<file path="config.mk">
export PLATFORM = sky130hd
export DESIGN_NAME = xpe_dot_accum
export DESIGN_NICKNAME = d
export VERILOG_FILES = /design/src/rtl/xpe_dot_accum.sv
export SDC_FILE = /design/constraint.sdc
export NUM_CORES = 1
export LEC_CHECK = 0
export ABC_AREA = 1
export CAP_MARGIN = 20
export CORE_AREA = 3 3 317 319
export DETAILED_ROUTE_END_ITERATION = 12
export DIE_AREA = 0 0 320 322
export GPL_ROUTABILITY_DRIVEN = 0
export GPL_TIMING_DRIVEN = 1
export HOLD_SLACK_MARGIN = 0.08
export SETUP_SLACK_MARGIN = 0.3
export SLEW_MARGIN = 20
export SYNTH_ARGS = -nofsm -noshare
export SYNTH_HDL_FRONTEND = slang
export SYNTH_SLANG_ARGS = --single-unit
</file>
<file path="constraint.sdc">
create_clock -name clk -period 3.5 [get_ports clk]
set_input_delay 0.525 -clock clk [delete_from_list [all_inputs] [get_ports clk]]
set_output_delay 0.525 -clock clk [all_outputs]
set_load 0.005 [all_outputs]
</file>
<file path="src/rtl/xpe_dot_accum.sv">
// Multi-lane XNOR-popcount dot-product accumulator with a two-stage pipeline and a held result register.
// Optional threshold output is enabled by defining XPE_DOT_THRESH_EN.
module xpe_dot_accum #(
   parameter int WORD_SIZE = 64,
   parameter int LANES     = 4,
   parameter int ACC_W     = 16
) (
   input  logic                         clk,
   input  logic                         rst_n,
   input  logic                         clr,
   input  logic                         in_valid,
   output logic                         in_ready,
   input  logic                         in_last,
   input  logic [LANES*WORD_SIZE-1:0]   weight_in,
   input  logic [LANES*WORD_SIZE-1:0]   act_in,
   input  logic [LANES*WORD_SIZE-1:0]   mask_in,
   output logic                         out_valid,
   input  logic                         out_ready,
   output logic signed [ACC_W:0]        out_dot,
   output logic [ACC_W-1:0]             out_match,
   output logic [ACC_W-1:0]             out_total,
`ifdef XPE_DOT_THRESH_EN
   input  logic signed [ACC_W:0]        thresh_in,
   output logic                         out_bit,
`endif
   output logic                         out_ovf
);

   localparam int BITS = LANES * WORD_SIZE;
   localparam int CW   = $clog2(BITS + 1);
   localparam int SW   = ((ACC_W > CW) ? ACC_W : CW) + 1;
   localparam logic [ACC_W-1:0] ACC_MAX = {ACC_W{1'b1}};

   logic            live;
   logic            stall;
   logic            take;
   logic [BITS-1:0] match_bits;
   logic [CW-1:0]   bc_next;
   logic [CW-1:0]   vc_next;

   logic            s1_valid;
   logic            s1_last;
   logic [CW-1:0]   s1_bc;
   logic [CW-1:0]   s1_vc;

   logic [ACC_W-1:0]      match_acc;
   logic [ACC_W-1:0]      total_acc;
   logic                  ovf_acc;
   logic [SW-1:0]         m_sum;
   logic [SW-1:0]         t_sum;
   logic                  m_sat;
   logic                  t_sat;
   logic [ACC_W-1:0]      m_new;
   logic [ACC_W-1:0]      t_new;
   logic signed [ACC_W:0] dot_new;
   logic                  s2_fire;

   // live keeps in_ready low through reset and raises it on the first edge after release.
   assign stall    = out_valid & ~out_ready;
   assign in_ready = live & ~stall;
   assign take     = in_valid & in_ready;

   // Summing lane popcounts equals one popcount across the whole beat.
   assign match_bits = ~(weight_in ^ act_in) & mask_in;

   // NOTE: every variable assigned in always_comb gets a default first so no latch is inferred.
   always_comb begin
      bc_next = '0;
      vc_next = '0;
      for (int i = 0; i < BITS; i++) begin
         bc_next += CW'(match_bits[i]);
         vc_next += CW'(mask_in[i]);
      end
   end

   // NOTE: sequential state uses non-blocking assignments so all registers update from pre-edge values.
   always_ff @(posedge clk or negedge rst_n) begin
      if (!rst_n) begin
         live     <= 1'b0;
         s1_valid <= 1'b0;
         s1_last  <= 1'b0;
         s1_bc    <= '0;
         s1_vc    <= '0;
      end else begin
         live <= 1'b1;
         if (clr) begin
            s1_valid <= 1'b0;
         end else if (take) begin
            s1_valid <= 1'b1;
            s1_last  <= in_last;
            s1_bc    <= bc_next;
            s1_vc    <= vc_next;
         end else if (!stall) begin
            s1_valid <= 1'b0;
         end
      end
   end

   assign m_sum   = SW'(match_acc) + SW'(s1_bc);
   assign t_sum   = SW'(total_acc) + SW'(s1_vc);
   assign m_sat   = m_sum > SW'(ACC_MAX);
   assign t_sat   = t_sum > SW'(ACC_MAX);
   assign m_new   = m_sat ? ACC_MAX : m_sum[ACC_W-1:0];
   assign t_new   = t_sat ? ACC_MAX : t_sum[ACC_W-1:0];
   // match never exceeds total, so 2*match - total always fits ACC_W+1 signed bits.
   assign dot_new = $signed({m_new, 1'b0}) - $signed({1'b0, t_new});
   assign s2_fire = s1_valid & ~stall & ~clr;

   always_ff @(posedge clk or negedge rst_n) begin
      if (!rst_n) begin
         match_acc <= '0;
         total_acc <= '0;
         ovf_acc   <= 1'b0;
         out_valid <= 1'b0;
         out_dot   <= '0;
         out_match <= '0;
         out_total <= '0;
         out_ovf   <= 1'b0;
`ifdef XPE_DOT_THRESH_EN
         out_bit   <= 1'b0;
`endif
      end else begin
         if (out_valid && out_ready) out_valid <= 1'b0;
         if (clr) begin
            match_acc <= '0;
            total_acc <= '0;
            ovf_acc   <= 1'b0;
         end else if (s2_fire) begin
            if (s1_last) begin
               out_valid <= 1'b1;
               out_dot   <= dot_new;
               out_match <= m_new;
               out_total <= t_new;
               out_ovf   <= ovf_acc | m_sat | t_sat;
`ifdef XPE_DOT_THRESH_EN
               out_bit   <= (dot_new >= thresh_in);
`endif
               match_acc <= '0;
               total_acc <= '0;
               ovf_acc   <= 1'b0;
            end else begin
               match_acc <= m_new;
               total_acc <= t_new;
               ovf_acc   <= ovf_acc | m_sat | t_sat;
            end
         end
      end
   end

endmodule

</file>
After elaboration in Yosys (flattened, before gate mapping)
Index checks and enable logic that the tools add are counted.
W data, S select, Z words.

operators by class
  bitwise operators = 13
  muxes and demuxes = 18
  reduce and logical (&&, ||, !) cells = 4
  magnitude comparators = 2
  add/subtract/negate cells = 513
  eq/ne operators = 1

operator list
  cell                    count
  $add A9 B1 Y9           494
  $and A256 B256 Y256     1
  $not A256 Y256          1
  $xor A256 B256 Y256     1
  $mux W16                8
  $add A16 B9 Y17         2
  $gt A17 B16 Y1 const B  2
  $add A8 B1 Y9           2
  $sub A17 B17 Y17        1
  $add A7 B1 Y8           2
  $add A6 B1 Y7           2
  $add A5 B1 Y6           2
  $add A4 B1 Y5           2
  $mux W1                 10
  $add A3 B1 Y4           2
  $add A2 B1 Y3           2
  $and A1 B1 Y1           5
  $add A1 B1 Y2           2
  $ne A3 B2 Y1 const B    1
  $not A1 Y1              3
  $reduce_and A3 Y1       1
  $or A1 B1 Y1            2
  $reduce_and A2 Y1       1
  $reduce_bool A2 Y1      1
  $logic_and A1 B1 Y1     1

storage, ports and cells
  input bits = 774
  word-level logic and storage cells = 564
  output and inout bits = 52
  flip-flop bits (word level) = 105

Longest topological paths before layout
  word-level depth = 258
  mapped depth = 34
  mapped depth without buffers = 34

Worst setup path after synthesis
OpenSTA, ideal clock, no wires.

  path kind = input-to-reg
  start = input port act_in[133]
  end = register s1_bc[7]
  required time = 3418 ps
  stages on the path = 29
  setup time = 82 ps
  path buffers = 0
  setup slack = -4383 ps
  arrival time = 7801 ps
  path through = xor2_1 -> nor2_1 -> fa_1 -> fa_1 -> inv_1 -> fa_1 -> fa_1 -> inv_1 -> fa_1 -> fa_1 -> inv_1 -> fa_1 -> fa_1 -> inv_1 -> fa_1 -> fa_1 -> inv_1 -> fa_1 -> inv_1 -> ha_1 -> nand3_1 -> nand3_1 -> nand2_1 -> nand2_1 -> a21oi_1 -> nor2_1 -> o21ai_0 -> nand3_1 -> a31oi_1

on the way
  cells in the longest elaborated chain, start to end = 126

ends and longest elaborated chain
  element                        line  RTL
  start: declaration             15    input logic [LANES*WORD_SIZE-1:0] act_in,
  $xor A256 B256 Y256            64    assign match_bits = ~(weight_in ^ act_in) & mask_in;
  $not A256 Y256                 64
  $and A256 B256 Y256            64
  $add A9 B1 Y9 (123 in series)  71    bc_next += CW'(match_bits[i]);
  end signal: assignment         91    s1_bc <= bc_next;
  end: declaration               43    logic [CW-1:0] s1_bc;

Every way passes these cells.
A chain may end at the register's enable or synchronous reset.

Worst setup path after layout
  start = input port act_in[175]
  end = register s1_bc[8]

on the way
  cells in the longest elaborated chain, start to end = 84

ends and longest elaborated chain
  element                       line
  $xor A256 B256 Y256           64
  $not A256 Y256                64
  $and A256 B256 Y256           64
  $add A9 B1 Y9 (81 in series)  71

Every way passes these cells.

==> impl_summary.md <==
Run status
The flow ran to the end, but the final reports show violations. The final reports fail on negative setup slack.

Timing
The number of hold violations in the final report is 0. The peak clock frequency supported by timing is 128 MHz. The smallest setup slack after layout is -4310 ps. The final number of max-transition violations is 0. Setup repair after global routing could not meet its margin everywhere. The minimum clock period after layout is 7810 ps. The transition time of the tightest slew-check pin is 865 ps.

The remaining max-slew budget at the tightest pin is 0.423. The clock arrives with 8.96 ps of skew. The final-report setup violation count is 18.

The final critical-path share of the clock period is 2.23. The tightest hold margin is 203 ps.

Yosys
The most common cell in the synthesized netlist is sky130_fd_sc_hd__inv_1. The cell area after technology mapping is 22600 sq um. Counting flops and latches in the post-synthesis netlist gives 104. The most common flop cell mapped by yosys is sky130_fd_sc_hd__dfrtp_1. The number of nets handed over by synthesis was 3993. The post-synthesis cell count is 2621. Synthesis instantiated 46 different standard cells from the library.

After synthesis, the share of flip-flops with an asynchronous set or reset is 1.00. The largest total area in the synthesized netlist belongs to sky130_fd_sc_hd__fa_1. In this run the mean area of a mapped cell was 8.62 sq um. For this run, the number of Yosys warnings is 0. Ranked by instance count, the synthesized netlist is headed by 780 x sky130_fd_sc_hd__inv_1, 487 x sky130_fd_sc_hd__fa_1, 405 x sky130_fd_sc_hd__nand2_1. The top cell type's share of synthesized area is 0.431. In the post-synthesis netlist, the biggest area contributors are sky130_fd_sc_hd__fa_1 43%, sky130_fd_sc_hd__inv_1 13%, sky130_fd_sc_hd__dfrtp_1 12%. In this run, synthesis inferred 0 flip-flops with an integrated enable. The sequential cell area fraction in the yosys report is 0.115.

Routing
The met2 layer wire length in the routed design is 47.4 mm. The detailed-route wire length on metal 1 is 41.3 mm. The number of violations reported at the end of detailed-routing iteration 0 is 962. The routed design has 97.8 mm of wire.

The number of search-and-repair iterations in the first detailed-routing pass is 5. The total number of vias is 20074. The top layer reached by signal wires is met5.

The antenna violation net count after detailed routing is 0. The ratio of routed vias to standard cells is 4.06. The remaining routing DRC violations is 0. The mean routed wirelength per cell is 19.8 microns. The total met3 wirelength after detailed routing is 7.56 mm.

Cells and area
For this run, the post-layout net count is 4999. After filler insertion, the fill cell instance count of the layout stands at 10218. In the final layout, flip-flops and latches occupy 2600 sq um. In the final layout, the multi-input gates occupy 18600 sq um. The ratio of cells with drive above 1 in the final layout is 0.238. The synthesis-to-layout area growth is 55.8%.

Place
After legalization and detailed placement, the total HPWL measured 90.6 mm. The worst slack at placement is -5130 ps. The count of buffers added on input and output ports is 825.

Global routing
The first-pass GRT wire length is 140 mm. The overall overflow remaining after global route is 0. The overall fraction of global-route tracks in use is 0.186.

Entering global routing, the biggest net connects 70 pins. The via count of the first global-routing pass is 22067. The number of antenna violations at the first check in global routing was 57.

Critical path
The element type at the critical path start is an input port. The most numerous cell on the critical path is sky130_fd_sc_hd__fa_1. Counting cells, the worst reg-to-reg path comes to 16. The worst-path maximum fanout is 2. The worst setup path is captured at a flip-flop. The endpoint identified for the worst register-to-register timing path is out_dot[14].

Data on the critical path is required at its endpoint by 3790 ps. The worst-path cell with the longest stage delay is sky130_fd_sc_hd__fa_2. The beginning of the worst register-to-register path is s1_vc[2]. Across all register-to-register paths, the minimum setup slack is 350 ps.

The capture point of the critical path is s1_bc[8]. The delay contributed by the slowest stage of the critical path is 590 ps. The data arrival time of the critical path is 8100 ps.

The critical path class is input port to flip-flop. In this run the worst setup path begins at act_in[175].

Clock network
The clock tree from TritonCTS is yes. The clock sink total is 104. The longest clock path from root to sink contains 2 buffers. The tree is rooted in a sky130_fd_sc_hd__clkbuf_16. The clock reaches the later pin of the worst-skew pair after 360 ps. The post-CTS clock slew at the launch and capture registers of the worst setup and hold paths is 70 ps. The clock buffer count from CTS is 9. The number of buffers inserted by hold repair at cts is 0. The number of H-tree branching levels is 3.

Job
The max-capacitance violation count is 0.

Floorplan
The floorplan step set the die height to 322 microns. For this configuration, the core starts out at a cell density of 0.230. The number of cell rows is 115. The die outline width is 320 microns. The top-level port count is 826. The full die area is 103000 sq um. The standard cell core area is 98100 sq um.

Hold path
The worst hold path belongs to the class input port to async pin.
==> worst max-delay path: cells and delay by family <==
family / cells / cell delay (ps)
AO/OA/AOI/OAI: 5 / 540
adder cells (fa/ha/maj): 13 / 6110
buffers and inverters: 7 / 540
AND/OR/NAND/NOR: 4 / 380
==> layer usage <==
| metal | GRT usage | up-vias |
|---|---|---|
| met3 | 0.0441 | 103 |
| met2 | 0.317 | 622 |
| met5 | 0 | - |
| met1 | 0.244 | 9704 |
| met4 | 0.0310 | 38 |
| li1 | - | 9607 |
==> cell usage in the layout (no fill, tap or decap), drive strengths merged, types with 2 or more instances in the layout <==
master	netlist	layout
a211oi	2	2
a21boi	2	2
a21o	4	4
a21oi	79	79
a221oi	2	2
a22o	2	2
a31oi	7	7
buf	8	291
clkbuf	13	43
clkdlybuf4s15	0	69
clkdlybuf4s50	0	456
clkinv	0	3
dfrtp	104	104
diode	0	26
dlygate4sd2	0	166
fa	487	487
ha	111	111
inv	793	796
nand2	414	414
nand3	37	37
nand4	5	5
nor2	151	151
nor3	8	8
o21ai	168	168
o22ai	6	6
or2	4	4
xnor2	130	130
xor2	78	78
==> final cells by class <==
cell class	count	share of cell area
well taps	1287	0.0457
multi-input cells	1703	0.528
diodes	26	0.00185
clock buffers	10	0.00679
inverters	793	0.0850
flip-flops and latches	104	0.0739
repair buffers	1016	0.257
clock inverters	6	0.00146
==> how the worst min path moves through the flow <==
stage | startpoint | endpoint
6_report | rst_n | out_total[11]
3_5_place_dp | out_match[8] | out_match[8]
5_1_grt | rst_n | out_total[10]
3_3_place_gp | out_match[2] | out_match[2]
2_1_floorplan | rst_n | live
4_1_cts | rst_n | out_dot[13]
==> cell families after synthesis <==
kind of cell,synth area share
AO/OA/AOI/OAI,0.0654
XOR/XNOR,0.0806
adder cells (fa/ha/maj),0.493
buffers and inverters,0.136
flip-flops,0.115
other,0.000166
AND/OR/NAND/NOR,0.110
==> through the flow <==
stage | util | setup TNS (ps) | instances | instance area, sq um
finish | 0.359 | -71890 | 4945 | 35200
global route | 0.358 | -75320 | 4931 | 35200
CTS | 0.350 | -72750 | 4900 | 34300
detailed placement | 0.344 | -86610 | 4869 | 33800
global placement | 0.344 | -85910 | 4869 | 33800
floorplan | - | -67260 | 2621 | 22800
==> registers in the layout, indices dropped and copies added, names as in the netlist <==
register / cells
total_acc: 16
live: 1
match_acc: 16
s1_vc: 9
out_match: 16
out_total: 15
out_valid: 1
out_ovf: 1
ovf_acc: 1
s1_last: 1
out_dot: 17
s1_bc: 9
s1_valid: 1
==> repair_timing <==
item / in CTS / in global routing
setup endpoints to repair: 26 / 30
buffers inserted: 15 / 19
endpoints found under the hold margin: 0 / 0
resized for setup: 1089 / 266
pin swaps: 382 / 204
Power is left out: the tool's default activity adds up to more than one toggle a clock period on the data nets, which glitch-free logic cannot reach.
